## src/rtl/fifo_arb_pkg.sv

```systemverilog
// Shared types and helpers for the FIFO write-port arbiter.
//  arb_state_t : arbiter FSM state encoding
//  next_rr     : round-robin search, first set req bit after ptr (wrapping)
package fifo_arb_pkg;

  typedef enum logic {ARB_IDLE, ARB_BURST} arb_state_t;

  // Upper bound on requesters the search helper understands.
  localparam int unsigned MAX_REQ = 32;
  localparam int unsigned MAX_IDX_W = $clog2(MAX_REQ);

  // Returns the first index with req set, scanning ptr+1, ptr+2, ... modulo
  // num_req. Returns ptr when no bit is set (caller qualifies with |req).
  function automatic int unsigned next_rr(input logic [MAX_REQ-1:0] req,
                                          input int unsigned       ptr,
                                          input int unsigned       num_req);
    int unsigned idx;
    logic        hit;
    next_rr = ptr;
    hit     = 1'b0;
    for (int unsigned off = 1; off <= MAX_REQ; off++) begin
      idx = (ptr + off) % num_req;
      if (!hit && (off <= num_req) && req[idx[MAX_IDX_W-1:0]]) begin
        next_rr = idx;
        hit     = 1'b1;
      end
    end
  endfunction

endpackage

```

## src/rtl/fifo_write_arbiter_rr_picker.sv

```systemverilog
// Combinational round-robin picker used while the arbiter is idle.
//  req    : request vector
//  ptr    : index of the last owner; search starts at ptr+1
//  winner : chosen requester index (meaningful only when found=1)
//  found  : at least one request is pending
module rr_picker
  import fifo_arb_pkg::*;
#(
  parameter  int unsigned NUM_REQ = 4,
  localparam int unsigned ID_W    = $clog2(NUM_REQ)
) (
  input  logic [NUM_REQ-1:0] req,
  input  logic [ID_W-1:0]    ptr,
  output logic [ID_W-1:0]    winner,
  output logic               found
);

  assign found  = |req;
  assign winner = ID_W'(next_rr(MAX_REQ'(req), 32'(ptr), NUM_REQ));

endmodule

```

## src/rtl/fifo_write_arbiter.sv

```systemverilog
// Round-robin arbiter sharing the write port of the async FIFO among
// NUM_REQ producers in the write clock domain. The owner keeps the port for
// up to BURST_LEN beats; a full FIFO stalls the owner without losing data.
// Reset release is expected to be synchronised to clk upstream.
//  clk, rst_n : write-domain clock, async active-low reset
//  req, wdata : per-requester beat valid and data slices
//  ack        : one-hot, beat of requester i accepted this cycle
//  full       : FIFO full flag
//  fifo_w_en  : FIFO write enable, fifo_data : FIFO data_in
//  grant_id   : current owner (0 when idle), busy : burst in progress
module fifo_write_arbiter
  import fifo_arb_pkg::*;
#(
  parameter  int unsigned NUM_REQ    = 4,
  parameter  int unsigned DATA_WIDTH = 8,
  parameter  int unsigned BURST_LEN  = 4,
  localparam int unsigned ID_W       = $clog2(NUM_REQ)
) (
  input  logic                          clk,
  input  logic                          rst_n,
  input  logic [NUM_REQ-1:0]            req,
  input  logic [NUM_REQ*DATA_WIDTH-1:0] wdata,
  output logic [NUM_REQ-1:0]            ack,
  input  logic                          full,
  output logic                          fifo_w_en,
  output logic [DATA_WIDTH-1:0]         fifo_data,
  output logic [ID_W-1:0]               grant_id,
  output logic                          busy
);

  localparam int unsigned      CNT_W     = $clog2(BURST_LEN + 1);
  localparam logic [CNT_W-1:0] LAST_BEAT = CNT_W'(BURST_LEN - 1);
  localparam logic [ID_W-1:0]  RR_INIT   = ID_W'(NUM_REQ - 1);

  arb_state_t       state;
  logic [ID_W-1:0]  rr_ptr;
  logic [ID_W-1:0]  grant_q;
  logic [CNT_W-1:0] beat_cnt;
  logic [ID_W-1:0]  pick_id;
  logic             pick_found;
  logic             accept;

  rr_picker #(.NUM_REQ(NUM_REQ)) u_picker (
    .req    (req),
    .ptr    (rr_ptr),
    .winner (pick_id),
    .found  (pick_found)
  );

  // A beat moves only while the owner offers one and the FIFO has room.
  assign busy   = (state == ARB_BURST);
  assign accept = busy & req[grant_q] & ~full;

  // Arbiter FSM; burst ends after the last beat or when the owner lets go.
  always_ff @(posedge clk or negedge rst_n) begin
    if (!rst_n) begin
      state    <= ARB_IDLE;
      rr_ptr   <= RR_INIT;
      grant_q  <= '0;
      beat_cnt <= '0;
    end else begin
      case (state)
        ARB_IDLE: begin
          if (pick_found) begin
            grant_q  <= pick_id;
            beat_cnt <= '0;
            state    <= ARB_BURST;
          end
        end
        ARB_BURST: begin
          if ((accept && (beat_cnt == LAST_BEAT)) || !req[grant_q]) begin
            state    <= ARB_IDLE;
            rr_ptr   <= grant_q;
            beat_cnt <= '0;
          end else if (accept) begin
            beat_cnt <= beat_cnt + CNT_W'(1);
          end
        end
        default: state <= ARB_IDLE;
      endcase
    end
  end

  // Owner-steered outputs; everything reads 0 outside a burst.
  always_comb begin
    ack = '0;
    if (accept) ack[grant_q] = 1'b1;
  end

  assign fifo_w_en = accept;
  assign grant_id  = busy ? grant_q : '0;
  assign fifo_data = busy ? wdata[grant_q*DATA_WIDTH +: DATA_WIDTH] : '0;

endmodule

```

## config.mk

```make
export PLATFORM = sky130hd
export DESIGN_NAME = fifo_write_arbiter
export DESIGN_NICKNAME = d
export VERILOG_FILES = /design/src/rtl/fifo_arb_pkg.sv /design/src/rtl/fifo_write_arbiter_rr_picker.sv /design/src/rtl/fifo_write_arbiter.sv
export SDC_FILE = /design/constraint.sdc
export NUM_CORES = 1
export LEC_CHECK = 0
export ABC_CLOCK_PERIOD_IN_PS = 1600
export CORE_MARGIN = 5
export CORE_UTILIZATION = 32
export CTS_CLUSTER_SIZE = 16
export DETAILED_ROUTE_END_ITERATION = 7
export GPL_TIMING_DRIVEN = 0
export HOLD_SLACK_MARGIN = 0.02
export PLACE_DENSITY = 0.72
export SYNTH_ARGS = -nofsm -noshare
export SYNTH_HDL_FRONTEND = slang
export SYNTH_HIERARCHICAL = 1
export SYNTH_SLANG_ARGS = --single-unit
```

## constraint.sdc

```tcl
create_clock -name clk -period 1.6 [get_ports clk]
set_input_delay 0.4 -clock clk [delete_from_list [all_inputs] [get_ports clk]]
set_output_delay 0.4 -clock clk [all_outputs]
set_load 0.005 [all_outputs]
```

# [Word-level counts from Yosys, hierarchy flattened]
# Cells that the tools add are included.
[totals] ff_bits=8 in_bits=39
[op_classes] addsub=5 n_lt_le_gt_ge=6 eq_ne=3 n_shift=1 n_mux=29 bitwise=4 reduce_logical=14
[op_table] op="32-bit by 6-bit indexed part select with 8-bit output" count=1
[op_table] op="2-bit by 6-bit less-than comparator with 1-bit output (second input constant)" count=4
[op_table] op="1-bit 2-to-1 mux" count=11
[op_table] op="1-bit binary-select mux with 2-bit select" count=5
[op_table] op="2-bit 2-to-1 mux" count=5
[op_table] op="3-bit 2-to-1 mux" count=3
[op_table] op="8-bit 2-to-1 mux" count=1
[op_table] op="3-bit case mux with 2 select lines" count=1
[op_table] op="2-bit AND reduction" count=3
[op_table] op="1-bit logical AND" count=5
[op_table] op="2-bit by 1-bit adder with 2-bit output (second input constant)" count=2
[op_table] op="2-bit adder (second input constant)" count=2
[op_table] op="1-bit logical NOT" count=4
[op_table] op="4-bit 2-to-1 mux" count=1
[op_table] op="4-bit OR reduction" count=1
[op_table] op="3-bit by 1-bit adder with 3-bit output (second input constant)" count=1
[op_table] op="3-bit by 2-bit equality test with 1-bit output (second input constant)" count=1
[op_table] op="2-bit by 3-bit less-than comparator with 1-bit output (second input constant)" count=1
[op_table] op="3-bit by 1-bit != test with 1-bit output (second input constant)" count=1
[op_table] op="1-bit bitwise AND" count=2
[op_table] op="1-bit demux with 2-bit select" count=1
[op_table] op="2-bit by 1-bit greater-or-equal comparator with 1-bit output (second input constant)" count=1
[op_table] op="2-bit != test (second input constant)" count=1
[op_table] op="1-bit inverter" count=2
[op_table] op="2 further kinds" count=2

# [Depth between registers and ports, before layout]
# Gate-level depths: netlist of run 1.
[depth] word_depth=13 depth_mapped=6 ltp_nobuf=6

# [By module]
# The synthesis of run 1 kept the hierarchy.
[modules_own_cells] module="fifo_write_arbiter" n_inst=1 cells_per_inst=72 area_each_um2=759.5 seq_area_each_um2=202.7
[modules_own_cells] module="rr_picker" n_inst=1 cells_per_inst=14 area_each_um2=72.6 seq_area_each_um2=0.0

# [Worst setup path after synthesis of run 1]
# OpenSTA, ideal clock, no wires.
[synth_path] kind="register to output" from="register grant_q[0]" to="output fifo_data[5]" arrival_time_ns=1.310 slack_ns=-0.110 stages_incl_launch_ff=5 path_buffers=2 path_cell_list="dfrtp_1 > buf_6 > buf_2 > mux4_2 > and2_1"
[synth_between] elab_chain_len=2
[synth_rtl] element="from (decl)" line="fifo_write_arbiter.sv:37" text="logic [ID_W-1:0] grant_q;"
[synth_rtl] element="from (signal assigned)" line="fifo_write_arbiter.sv:65" text="grant_q <= pick_id;"
[synth_rtl] element="32-bit by 6-bit indexed part select with 8-bit output" line="fifo_write_arbiter.sv:92" text="assign fifo_data = busy ? wdata[grant_q*DATA_WIDTH +: DATA_WIDTH] : '0;"
[synth_rtl] element="8-bit 2-to-1 mux" line="fifo_write_arbiter.sv:92"
[synth_rtl] element="to (decl)" line="fifo_write_arbiter.sv:26" text="output logic [DATA_WIDTH-1:0] fifo_data,"
# Every way passes these cells.

# [Final worst setup path of run 1]
[layout_path] from="register grant_q[0]" to="output fifo_data[6]"
# Same word-level chain as after synthesis.

==> results of run 1 <==
[metrics by stage]
step / TNS, ns / utilization / std cells
after global placement: -11.61 / 0.572 / 170
after CTS: -4.91 / 0.622 / 184
after global routing: -6.09 / 0.665 / 187
final: -5.08 / 0.665 / 187
after detailed placement: -11.92 / 0.572 / 170
after floorplan: -0.0617 / - / 86
[cell type report]
class,instances,area (um^2)
fill,194,831
timing repair buffer,68,653
multi-input combinational,68,639
sequential,8,204
buffer,5,71.3
tap,30,37.5
clock buffer,4,26.3
inverter,4,15.0
[placed cells by master (no fill, tap or decap), types with 3 or more instances in the layout]
| cell | netlist | layout |
|---|---|---|
| clkdlybuf4s50_1 | 0 | 33 |
| buf_6 | 1 | 16 |
| nand2_1 | 13 | 10 |
| mux4_2 | 5 | 9 |
| buf_2 | 3 | 8 |
| and2_4 | 0 | 7 |
| buf_4 | 0 | 6 |
| dfrtp_1 | 6 | 5 |
| dlygate4sd2_1 | 0 | 5 |
| buf_8 | 0 | 4 |
| nor2_1 | 4 | 4 |
| a21oi_1 | 4 | 4 |
| and2_1 | 10 | 3 |
| inv_1 | 4 | 3 |
| o21ai_1 | 3 | 3 |
| mux2_2 | 3 | 3 |
| clkbuf_4 | 0 | 3 |
[what timing repair did]
action                                  CTS  global route
resized for setup                       103            18
pin swaps                                12             4
setup buffers                            11             3
endpoints found under the setup margin   21            19
cloned                                    0             1
[how the worst max path moves through the flow]
| stage | from | endpoint | slack, ns | cells after the start |
|---|---|---|---|---|
| floorplan | grant_q[0]$_DFFE_PN0P_ | fifo_data[5] | -0.03 | 4 |
| global placement | req[3] | fifo_w_en | -0.85 | 5 |
| detailed placement | req[3] | fifo_w_en | -0.86 | 5 |
| CTS | grant_q[0]$_DFFE_PN0P_ | fifo_data[6] | -0.45 | 6 |
| global route | grant_q[0]$_DFFE_PN0P_ | fifo_data[6] | -0.46 | 5 |
| finish | grant_q[0]$_DFFE_PN0P_ | fifo_data[6] | -0.41 | 5 |
[logic make-up (layout without fill, tap and decap cells)]
family                     count (synthesis)  in the layout  share of synthesized area
muxes                                     14             14                      0.326
buffers and inverters                     10             81                     0.0586
AOI/OAI and AO/OA                         13             13                      0.101
adders and majority gates                  2              2                     0.0301
and+or+nand+nor                           39             39                      0.241
DFF                                        8              8                      0.244
[power by group]
part           switching, mW  total (mW)  internal [mW]
clock                 0.0680       0.163         0.0953
combinational          0.766        2.11           1.34
sequential            0.0948       0.399          0.305
total                  0.929        2.67           1.74
[routing by layer]
layer  wire [um]  track usage  vias to the layer above
met3         426       0.0319                        0
met4           0       0.0557                        0
met2        1450        0.284                       54
met1        1310        0.201                      456
li1            -            -                      457
met5           0            0                        -
[cell usage after synthesis]
master	number	area share
nand2_1	13	0.059
and2_1	10	0.075
dfrtp_1	6	0.18
mux4_2	5	0.14
a21oi_1	4	0.024
inv_1	4	0.018
mux4_1	4	0.13
nor2_1	4	0.018
buf_2	3	0.018
mux2_2	3	0.041
nand2b_1	3	0.023
nor2b_1	3	0.023
nor3_1	3	0.018
o21ai_1	3	0.018
clkbuf_1	2	0.0090
dfstp_2	2	0.063
ha_1	2	0.030
mux2i_1	2	0.024
a22o_1	1	0.011
a31o_1	1	0.011
a31o_2	1	0.011
a31oi_1	1	0.0075
a32oi_1	1	0.011
and4_1	1	0.011
buf_6	1	0.014
nor4_1	1	0.0075
o31ai_1	1	0.0090
or2_1	1	0.0075
[sequential cells by signal (all words and copies together), names as in the netlist]
| name | count |
|---|---|
| beat_cnt | 3 |
| busy | 1 |
| grant_q | 2 |
| rr_ptr | 2 |
[worst max-delay path: cells and delay by family (launching register included)]
family	cells	cell delay, ns
and+or+nand+nor	1	0.15
buffers and inverters	3	0.32
muxes	1	0.48
DFF	1	0.41
==> reports/metrics.csv, run 1 <==
stage,metric,value,unit
floorplanning,Top-Level Pins,55,
synthesis,"Net Count, Synth",127,
sta,hold_ws,0.427,ns
placed_design,GPL Wtd Cong,0.745,
synthesis,sequential share of the synthesized area,0.244,
outcome,failing checks,negative setup slack,
power,leakage,0.719,nW
clock_tree,hold-fix buffers at CTS,0,
synthesis,Post-Syn Area,832,um^2
worst_setup_path,crit start category,register,
worst_setup_path,CP max stage delay,0.48,ns
floorplanning,initial core utilization,0.336,
power,power density over cell area,1620,mW/mm^2
synthesis,syn avg cell area,9.67,um^2
sta,clk_skew,0.00812,ns
floorplanning,Die Y,61.0,um
outcome,run status,"finished, violations left",
synthesis,Synth cell types,28,
worst_setup_path,CP arrival,1.61,ns
worst_setup_path,reg2reg setup slack,-0.17,ns
placed_design,Post-Place Worst Slack,-0.855,ns
clock_tree,register clock-pin slew on the reported worst setup and hold paths,0.06,ns
routing,DR iter-0 viols,26,
routing,DRT Pass-1 Iters,4,
worst_setup_path,Setup CP Type,reg -> out,
sta,RSZ-0062 raised after global routing,yes,
sta,Max Slew Vio Count,0,
grt,largest net degree at the start of global routing,11,
worst_setup_path,"Max FO, Critical Path",3,
worst_setup_path,Crit. End Element,output pin,
sta,part of the cycle the worst path needs,1.25,
job,MaxCap Viol Count,0,
worst_setup_path,reg2reg start,grant_q[0]$_DFFE_PN0P_,
placed_design,I/O Buffers,54,
routing,final wirelength,3.19,mm
sta,Slew HR,0.758,
grt,initial antenna violation count,0,
hold_path,Tightest Hold Check Type,in -> async,
floorplanning,area of the core,0.00248,mm^2
layout,Layout area overhead,97.9,%
sta,Tmin final,2.01,ns
floorplanning,Std-Cell Rows,18,
sta,setup ws final,-0.406,ns
clock_tree,CTS H-tree lvls,1,
layout,fin area,0.00165,mm^2
synthesis,Mapped Cells,86,
floorplanning,total die area,0.00372,mm^2
routing,DR WL/cell,17.1,um
clock_tree,Max clock buf depth,2,
layout,Antenna diodes,0,
sta,final hold viol count,0,
worst_setup_path,Crit-path slowest cell,mux4_2,
clock_tree,Clock Sinks,8,
clock_tree,Clock Tree Root,clkbuf_4,
floorplanning,Chip Width,61.0,um
grt,first-pass GRT wire length,4.55,mm
sta,actual slew at the worst max-slew pin,0.356,ns
placed_design,placed cell area,0.00142,mm^2
sta,setup violators final,19,
power,Tot Pwr,2.67,mW
worst_setup_path,R2R cell count,7,
grt,grt ovf,0,
routing,DRC viols,0,
worst_setup_path,critical path cell sequence,"buf_8, buf_6, mux4_2, and2_4, buf_6",
clock_tree,TritonCTS clock tree,done,
sta,f_max,498,MHz
routing,Post-DRT Antenna Nets,0,
power,Peak VDD IR,0.00113,V
clock_tree,"Clk Latency, worst-skew pair",0.25,ns
worst_setup_path,Worst Path Required,1.20,ns
routing,vias,967,
synthesis,Synth Warn #,6,
placed_design,Post-DP HPWL,2.28,mm
synthesis,#FFs+latches synth,8,
worst_setup_path,reg2reg end,beat_cnt[1]$_DFFE_PN0P_,
routing,via density per instance,5.17,
grt,Tot GR Track Use,0.163,
worst_setup_path,crit-path most repeated cell,buf_6,
clock_tree,Num CTS Buffers,3,
layout,layout cells sized above 1,0.452,
layout,nets@finish,199,
grt,vias in the first global route,1000,
(Power assumes the default switching activity.)
==> run 2: changes to the inputs <==
CORE_UTILIZATION = 33   (was 32)
CTS_BUF_LIST = sky130_fd_sc_hd__clkbuf_2 sky130_fd_sc_hd__clkbuf_4 sky130_fd_sc_hd__clkbuf_8   (was unset)
PLACE_DENSITY = 0.74   (was 0.72)
==> run 2 against run 1 <==
  * The run still ends with negative setup slack left
  * Highest routed layer is now met4
  * Fmax shrank 2.8%
  * Sequential cell count is the same
  * First-iteration DRC count grew to 3.3 times the previous value
  * Cell count grew 1.6%
  * Critical endpoint is now fifo_w_en
  * Via count grew 1.4%
  * Power grew 1.3%
  * Critical path depth grew 2
  * Non-clock buffer count grew 3
  * Sequential power shrank 2%
  * Clock power grew 13%
  * Register-to-register slack lost 0.13 ns
  * Utilization grew 1.6 points
==> reports/metrics.csv, run 2 (same netlist as run 1, synthesis figures left out) <==
stage,metric,value,unit
outcome,run status,"finished, violations left",
outcome,failing checks,negative setup slack,
routing,vias,981,
layout,max FFs per register,3,
sta,actual slew at the worst max-slew pin,0.368,ns
layout,Layout area overhead,101,%
grt,first-pass GRT wire length,4.76,mm
grt,Tot GR Track Use,0.174,
power,Peak VDD IR,0.00111,V
layout,Finished Layout Cells,190,
placed_design,I/O Buffers,54,
floorplanning,initial core utilization,0.339,
sta,RSZ-0062 raised after global routing,yes,
clock_tree,Clock Tree Root,clkbuf_4,
routing,DRT Pass-1 Iters,4,
clock_tree,register clock-pin slew on the reported worst setup and hold paths,0.06,ns
worst_setup_path,CP arrival,1.66,ns
power,power density over cell area,1620,mW/mm^2
worst_setup_path,CP max stage delay,0.53,ns
placed_design,placed cell count,170,
layout,Fill cells,185,
layout,nets@finish,202,
worst_setup_path,Top delay family on crit path,multiplexers,
floorplanning,Std-Cell Rows,18,
worst_setup_path,crit start category,register,
worst_setup_path,crit-path most repeated cell,buf_6,
job,MaxCap Viol Count,0,
clock_tree,TritonCTS clock tree,done,
floorplanning,total die area,0.00363,mm^2
clock_tree,Max clock buf depth,2,
routing,DR iter-0 viols,87,
sta,f_max,484,MHz
clock_tree,Num CTS Buffers,3,
sta,clk_skew,0.0109,ns
worst_setup_path,Crit. End Element,output pin,
layout,Antenna diodes,0,
grt,initial antenna violation count,0,
worst_setup_path,Crit-path slowest cell,mux4_2,
hold_path,Tightest Hold Check Type,in -> async,
layout,top flop regs,"beat_cnt x3, grant_q x2, rr_ptr x2",
sta,part of the cycle the worst path needs,1.29,
layout,layout cells sized above 1,0.463,
worst_setup_path,Setup CP Type,reg -> out,
layout,Util after Layout,0.680,
routing,DR WL/cell,17.1,um
sta,setup violators final,19,
grt,grt ovf,0,
sta,final hold viol count,0,
grt,vias in the first global route,1018,
sta,Slew HR,0.754,
routing,DRC viols,0,
routing,Post-DRT Antenna Nets,0,
routing,final wirelength,3.26,mm
sta,Post-Route Setup TNS,-5.43,ns
worst_setup_path,critical path cell sequence,"buf_6, buf_6, buf_6, mux4_2, nand2_2, inv_2, buf_6",
clock_tree,CTS H-tree lvls,1,
routing,via density per instance,5.16,
layout,"commonest non-fill, non-tap cell in the layout",clkdlybuf4s50_1,
placed_design,Post-DP HPWL,2.22,mm
layout,fin area,0.00167,mm^2
floorplanning,area of the core,0.00245,mm^2
worst_setup_path,Worst Path Required,1.20,ns
sta,setup ws final,-0.465,ns
clock_tree,"Clk Latency, worst-skew pair",0.26,ns
placed_design,GPL Wtd Cong,0.772,
sta,hold_ws,0.420,ns
power,Tot Pwr,2.71,mW
power,leakage,0.727,nW
floorplanning,Top-Level Pins,55,
grt,largest net degree at the start of global routing,11,
worst_setup_path,CP Buf/Inv Count,5,
clock_tree,Clock Sinks,8,
placed_design,placed cell area,0.00142,mm^2
sta,Max Slew Vio Count,0,
layout,most frequent cells in the layout,"clkdlybuf4s50_1 (34), buf_6 (15), mux4_2 (9), nand2_1 (9), buf_2 (9)",
placed_design,Post-Place Worst Slack,-0.848,ns
floorplanning,Die Y,60.2,um
worst_setup_path,"Max FO, Critical Path",3,
layout,largest reg by FF count,beat_cnt,
floorplanning,Chip Width,60.2,um
sta,Tmin final,2.06,ns
## run 2: changes by cell type in the layout (fill, tap and decap cells not counted), sizes merged
cell	delta
buf	+2
clkdlybuf4s50	+1
## run 2: final cells by class
type,instances,area [um^2],share of cell area
repair buffers,71,674,0.404
flip-flops and latches,8,203,0.121
well taps,30,37.5,0.0225
clock buffers,4,30.0,0.0180
multi-input cells,68,641,0.384
plain buffers,5,70.1,0.0419
inverters,4,15.0,0.00899
## run 2: repair_timing
item	CTS	global route
pin swaps	12	6
gates resized for setup	97	23
buffers inserted	14	5
hold endpoints to repair	0	0
setup endpoints to repair	21	21
hold buffers	0	0
## run 2: path summary, 6_finish.rpt
check                                          end  slack, ns               startpoint  depth (start not counted)
setup / recovery                         fifo_w_en      -0.46   grant_q[0]$_DFFE_PN0P_                          7
hold / removal             beat_cnt[0]$_DFFE_PN0P_       0.42                    rst_n                          1
setup reg to reg           beat_cnt[0]$_DFFE_PN0P_      -0.30   grant_q[0]$_DFFE_PN0P_                          9
hold reg to reg            beat_cnt[2]$_DFFE_PN0P_       0.49  beat_cnt[2]$_DFFE_PN0P_                          2
max in group asynchronous    rr_ptr[1]$_DFFE_PN1P_       0.86                    rst_n                          1
min in group clk           beat_cnt[2]$_DFFE_PN0P_       0.49  beat_cnt[2]$_DFFE_PN0P_                          2
## run 2: layer usage
metal	track usage	part of all wire
met5	0	0
met4	0.0285	0.0043
met3	0.0475	0.14
met2	0.298	0.46
met1	0.221	0.39
## run 2: power breakdown
group | total [mW] | internal, mW | switching (mW)
registers | 0.392 | 0.302 | 0.0901
clock network | 0.184 | 0.113 | 0.0715
logic | 2.13 | 1.36 | 0.768
total | 2.71 | 1.78 | 0.929
==> run 3: changes to the inputs <==
CORE_MARGIN = 10   (was 5)
==> run 3 against run 2 <==
  * The run still ends with negative setup slack left
  * Worst hold slack improved by 0.0096 ns
  * Combinational power fell by 3%
  * Fmax rose by 0.46%
  * Critical path depth did not move
  * Non-clock buffer count fell by 3
  * Setup slack improved by 0.0095 ns
  * Clock power fell by 19%
  * Register-to-register slack improved by 0.11 ns
  * Routed wire length rose by 12%
  * Critical path type unchanged
==> reports/metrics.csv, run 3 (same netlist as run 1, synthesis figures left out) <==
stage,metric,value,unit
layout,Finished Layout Cells,186,
sta,Post-Route Setup TNS,-4.81,ns
sta,clk_skew,0.000859,ns
worst_setup_path,Crit. End Element,output pin,
worst_setup_path,Crit-path slowest cell,mux4_2,
floorplanning,area of the core,0.00243,mm^2
routing,DR WL/cell,19.6,um
routing,vias,1006,
layout,"commonest non-fill, non-tap cell in the layout",clkdlybuf4s50_1,
layout,Util after Layout,0.671,
clock_tree,CTS H-tree lvls,1,
grt,Tot GR Track Use,0.140,
layout,most frequent cells in the layout,"clkdlybuf4s50_1 (33), buf_6 (16), nand2_1 (10)",
layout,Antenna diodes,0,
grt,vias in the first global route,1019,
worst_setup_path,crit-path most repeated cell,buf_6,
worst_setup_path,Top delay family on crit path,multiplexers,
placed_design,GPL Wtd Cong,0.786,
layout,max FFs per register,3,
routing,DRC viols,0,
floorplanning,Top-Level Pins,55,
floorplanning,initial core utilization,0.342,
power,power density over cell area,1590,mW/mm^2
worst_setup_path,crit start category,register,
clock_tree,Num CTS Buffers,3,
sta,setup violators final,19,
clock_tree,register clock-pin slew on the reported worst setup and hold paths,0.05,ns
grt,grt ovf,0,
layout,layout cells sized above 1,0.423,
power,leakage,0.717,nW
routing,Post-DRT Antenna Nets,0,
sta,setup ws final,-0.455,ns
worst_setup_path,CP arrival,1.66,ns
sta,part of the cycle the worst path needs,1.28,
layout,Layout area overhead,96.1,%
floorplanning,total die area,0.00493,mm^2
floorplanning,Std-Cell Rows,18,
sta,Max Slew Vio Count,0,
sta,Tmin final,2.06,ns
outcome,run status,"finished, violations left",
outcome,failing checks,negative setup slack,
layout,top flop regs,"beat_cnt x3, grant_q x2, rr_ptr x2",
grt,first-pass GRT wire length,5.64,mm
floorplanning,Die Y,70.2,um
sta,Slew HR,0.759,
job,MaxCap Viol Count,0,
worst_setup_path,CP max stage delay,0.53,ns
placed_design,placed cell count,170,
power,Peak VDD IR,0.00104,V
layout,largest reg by FF count,beat_cnt,
routing,DR iter-0 viols,58,
floorplanning,Chip Width,70.2,um
sta,actual slew at the worst max-slew pin,0.360,ns
grt,largest net degree at the start of global routing,11,
worst_setup_path,critical path cell sequence,"buf_6, buf_6, buf_6, mux4_2, nand2_2, inv_2, buf_6",
sta,f_max,487,MHz
routing,final wirelength,3.65,mm
worst_setup_path,CP Buf/Inv Count,5,
placed_design,I/O Buffers,54,
worst_setup_path,Worst Path Required,1.20,ns
power,Tot Pwr,2.60,mW
routing,via density per instance,5.41,
grt,initial antenna violation count,0,
layout,nets@finish,199,
clock_tree,Clock Tree Root,clkbuf_4,
clock_tree,hold-fix buffers at CTS,0,
hold_path,Tightest Hold Check Type,in -> async,
clock_tree,Clock Sinks,8,
clock_tree,"Clk Latency, worst-skew pair",0.25,ns
worst_setup_path,Setup CP Type,reg -> out,
routing,DRT Pass-1 Iters,4,
worst_setup_path,"Max FO, Critical Path",5,
clock_tree,Max clock buf depth,2,
sta,RSZ-0062 raised after global routing,yes,
clock_tree,TritonCTS clock tree,done,
sta,final hold viol count,0,
-- run 3: cell count changes in the layout (fill, tap and decap cells not counted), moves of 2 or more --
cell	delta
and2_4	+2
and2_1	-2
buf_2	-3
nand2_2	-2
mux4_2	-2
buf_8	-2
mux4_1	+2
-- run 3: worst reg2reg max path: stages, from the launching register on --
cell and delay [ns]:
dfrtp_1 0.33, buf_6 0.12, buf_6 0.11, buf_6 0.09, mux4_2 0.53, buf_4 0.17, a31o_1 0.20, nand2_1 0.07
o21ai_1 0.06
-- run 3: final timing paths --
path / from / endpoint / slack [ns] / cells past startpoint
min in group clk: beat_cnt[0]$_DFFE_PN0P_ / beat_cnt[0]$_DFFE_PN0P_ / 0.50 / 1
min: rst_n / busy$_DFF_PN0_ / 0.43 / 1
max in group asynchronous: rst_n / rr_ptr[1]$_DFFE_PN1P_ / 0.87 / 1
min reg2reg: beat_cnt[0]$_DFFE_PN0P_ / beat_cnt[0]$_DFFE_PN0P_ / 0.50 / 1
max: grant_q[0]$_DFFE_PN0P_ / fifo_w_en / -0.46 / 7
max reg2reg: grant_q[0]$_DFFE_PN0P_ / beat_cnt[0]$_DFFE_PN0P_ / -0.19 / 8
-- run 3: layer usage --
metal | wire length [um] | track usage
met1 | 1660 | 0.189
met2 | 1600 | 0.211
met3 | 364 | 0.0395
met4 | 24 | 0.0329
met5 | 0 | 0
-- run 3: metrics by stage --
step / setup WS [ns] / area [um^2] / hold WS (ns)
after floorplan: -0.0308 / 838 / 0.104
after global placement: -0.859 / 1420 / 0.478
after detailed placement: -0.847 / 1420 / 0.492
after CTS: -0.473 / 1540 / 0.434
after global routing: -0.525 / 1630 / 0.443
final: -0.455 / 1630 / 0.429
-- run 3: power by group --
group	leakage (nW)	internal, mW	switching (mW)
Sequential	0.0965	0.302	0.0767
Combinational	0.607	1.29	0.779
Clock	0.0138	0.0855	0.0637
-- run 3: layout make-up --
type	instances	area, um^2
flip-flops and latches	8	203
fillers	200	801
multi-input cells	68	647
inverters	4	15.0
well taps	30	37.5
clock buffers	3	22.5
repair buffers	68	648
plain buffers	5	58.8
-- run 3: repair_timing --
action                                  4_1_cts  5_1_grt
endpoints found under the setup margin       19       20
pin swaps                                    11        2
gates resized for setup                      97       16
buffers inserted                             10        4
==> RTL change: new RTL, flow settings as in run 2 <==
`BURST_LEN`: 4 -> 8.
--- a/src/rtl/fifo_write_arbiter.sv
+++ b/src/rtl/fifo_write_arbiter.sv
@@ -13,7 +13,7 @@
 #(
   parameter  int unsigned NUM_REQ    = 4,
   parameter  int unsigned DATA_WIDTH = 8,
-  parameter  int unsigned BURST_LEN  = 4,
+  parameter  int unsigned BURST_LEN  = 8,
   localparam int unsigned ID_W       = $clog2(NUM_REQ)
 ) (
   input  logic                          clk,
Check against the original RTL: same outputs for any inputs over 4 cycles, from zero or initial values and one cycle with rst_n low; that may be too few to reach the edited logic, so the function may still have changed.
==> RTL change against run 2 <==
The run still ends with negative setup slack left; total power is 2.5% lower; sequential power rose by 11%; critical path depth shrank 2; sequential cell count up 1; final area is 0.30% lower; wire length decreased by 10%; clock skew decreased by 8.3 ps; synthesized cell count is 9.3% lower; non-clock buffer count stayed put; synthesized area rose by 1.7%; first-iteration DRC count shrank 56%; setup slack better by 21 ps; via count shrank 4.2%; critical path type unchanged; largest power group unchanged.
==> RTL change: results (changes against run 2) <==
- The highest net fanout along the worst path was 5 (+2).
* Top cells by area in the synthesized netlist: sky130_fd_sc_hd__dfrtp_1 21%, sky130_fd_sc_hd__mux4_1 16%, sky130_fd_sc_hd__mux4_2 11%
* Routed wire per std cell: 16.07 um (-6.3%)
- The half-perimeter wire length after placement came to 2107 um (-5.0%).
- Worst Setup Slack, final: -443.7 ps (+21.14 ps)
- Met2 Resource Use GR: 29.47% (-0.32 points)
- Fraction of final layout cells with drive strength greater than 1: 49.34% (+3.1 points)
- Reg-to-reg critical path endpoint: beat_cnt[1]
* Setup TNS: -6336 ps (-905.3 ps)
* Net count after synthesis: 118 (-7.1%)
- The overall routing resource usage came to 16.79% (-0.61 points).
- Share of the synthesized area in compound gates (AO/OA/AOI/OAI): 10.36% (+0.28 points)
- The static leakage was 0.7396 nW (+1.7%).
- The number of instances in the synthesized netlist is 78 (-9.3%).
- Total number of vias: 940 (-4.2%)
* Final setup violating endpoints: 20 (+1)
* Internal power: 1.771 mW (-0.45%)
- The multi-input logic cell count was 61 (-10%).
- Failing checks: negative setup slack
- The cell count after placement was 162 (-4.7%).
* Result of the run: finished with violations
* Metal3 WL: 219 um (-53%)
* Final weighted congestion in routability-driven placement: 0.8325 (+7.9%)
* Global-route track usage on met1: 21.36% (-0.70 points)
- The post-cts repair resize count is 99 (+2.1%).
- The number of nets in the finished design came to 193 (-4.5%).
- Non-clock buffers, area share: 44.55% (about the same)
- Placed cell areas: 1446 um^2 (+2.1%)
- Top cells by instance count after synthesis: 10 x sky130_fd_sc_hd__and2_1, 7 x sky130_fd_sc_hd__dfrtp_1
- Hold slack final: 432.9 ps (+13.25 ps)
- End point of the critical path: fifo_data[6]
* Overall power after layout: 2.640 mW (-2.5%)
* Library cells used by synthesis: 30 (+7.1%)
- Reg2reg path depth: 10 (+1)
- The initial detailed-routing violation count came to 38 (-56%).
==> RTL change: changes by cell type in the layout (fill, tap and decap cells not counted), moves of 2 or more <==
cell,before,now
sky130_fd_sc_hd__a21oi_1,4,2
sky130_fd_sc_hd__buf_2,9,7
sky130_fd_sc_hd__buf_4,7,10
sky130_fd_sc_hd__buf_8,4,2
sky130_fd_sc_hd__clkdlybuf4s50_1,34,29
sky130_fd_sc_hd__dlygate4sd2_1,5,9
sky130_fd_sc_hd__ha_1,2,0
sky130_fd_sc_hd__inv_1,3,1
sky130_fd_sc_hd__nand2_1,9,4
sky130_fd_sc_hd__nand2_2,4,1
sky130_fd_sc_hd__nor3b_2,0,2
sky130_fd_sc_hd__o21ai_1,3,0
==> RTL change: critical path: stages, from the launching register on <==
cell                        delay (ps)
sky130_fd_sc_hd__dfrtp_1           340
sky130_fd_sc_hd__buf_6             130
sky130_fd_sc_hd__clkbuf_16         150
sky130_fd_sc_hd__mux4_2            510
sky130_fd_sc_hd__and2_4            160
sky130_fd_sc_hd__buf_6             100
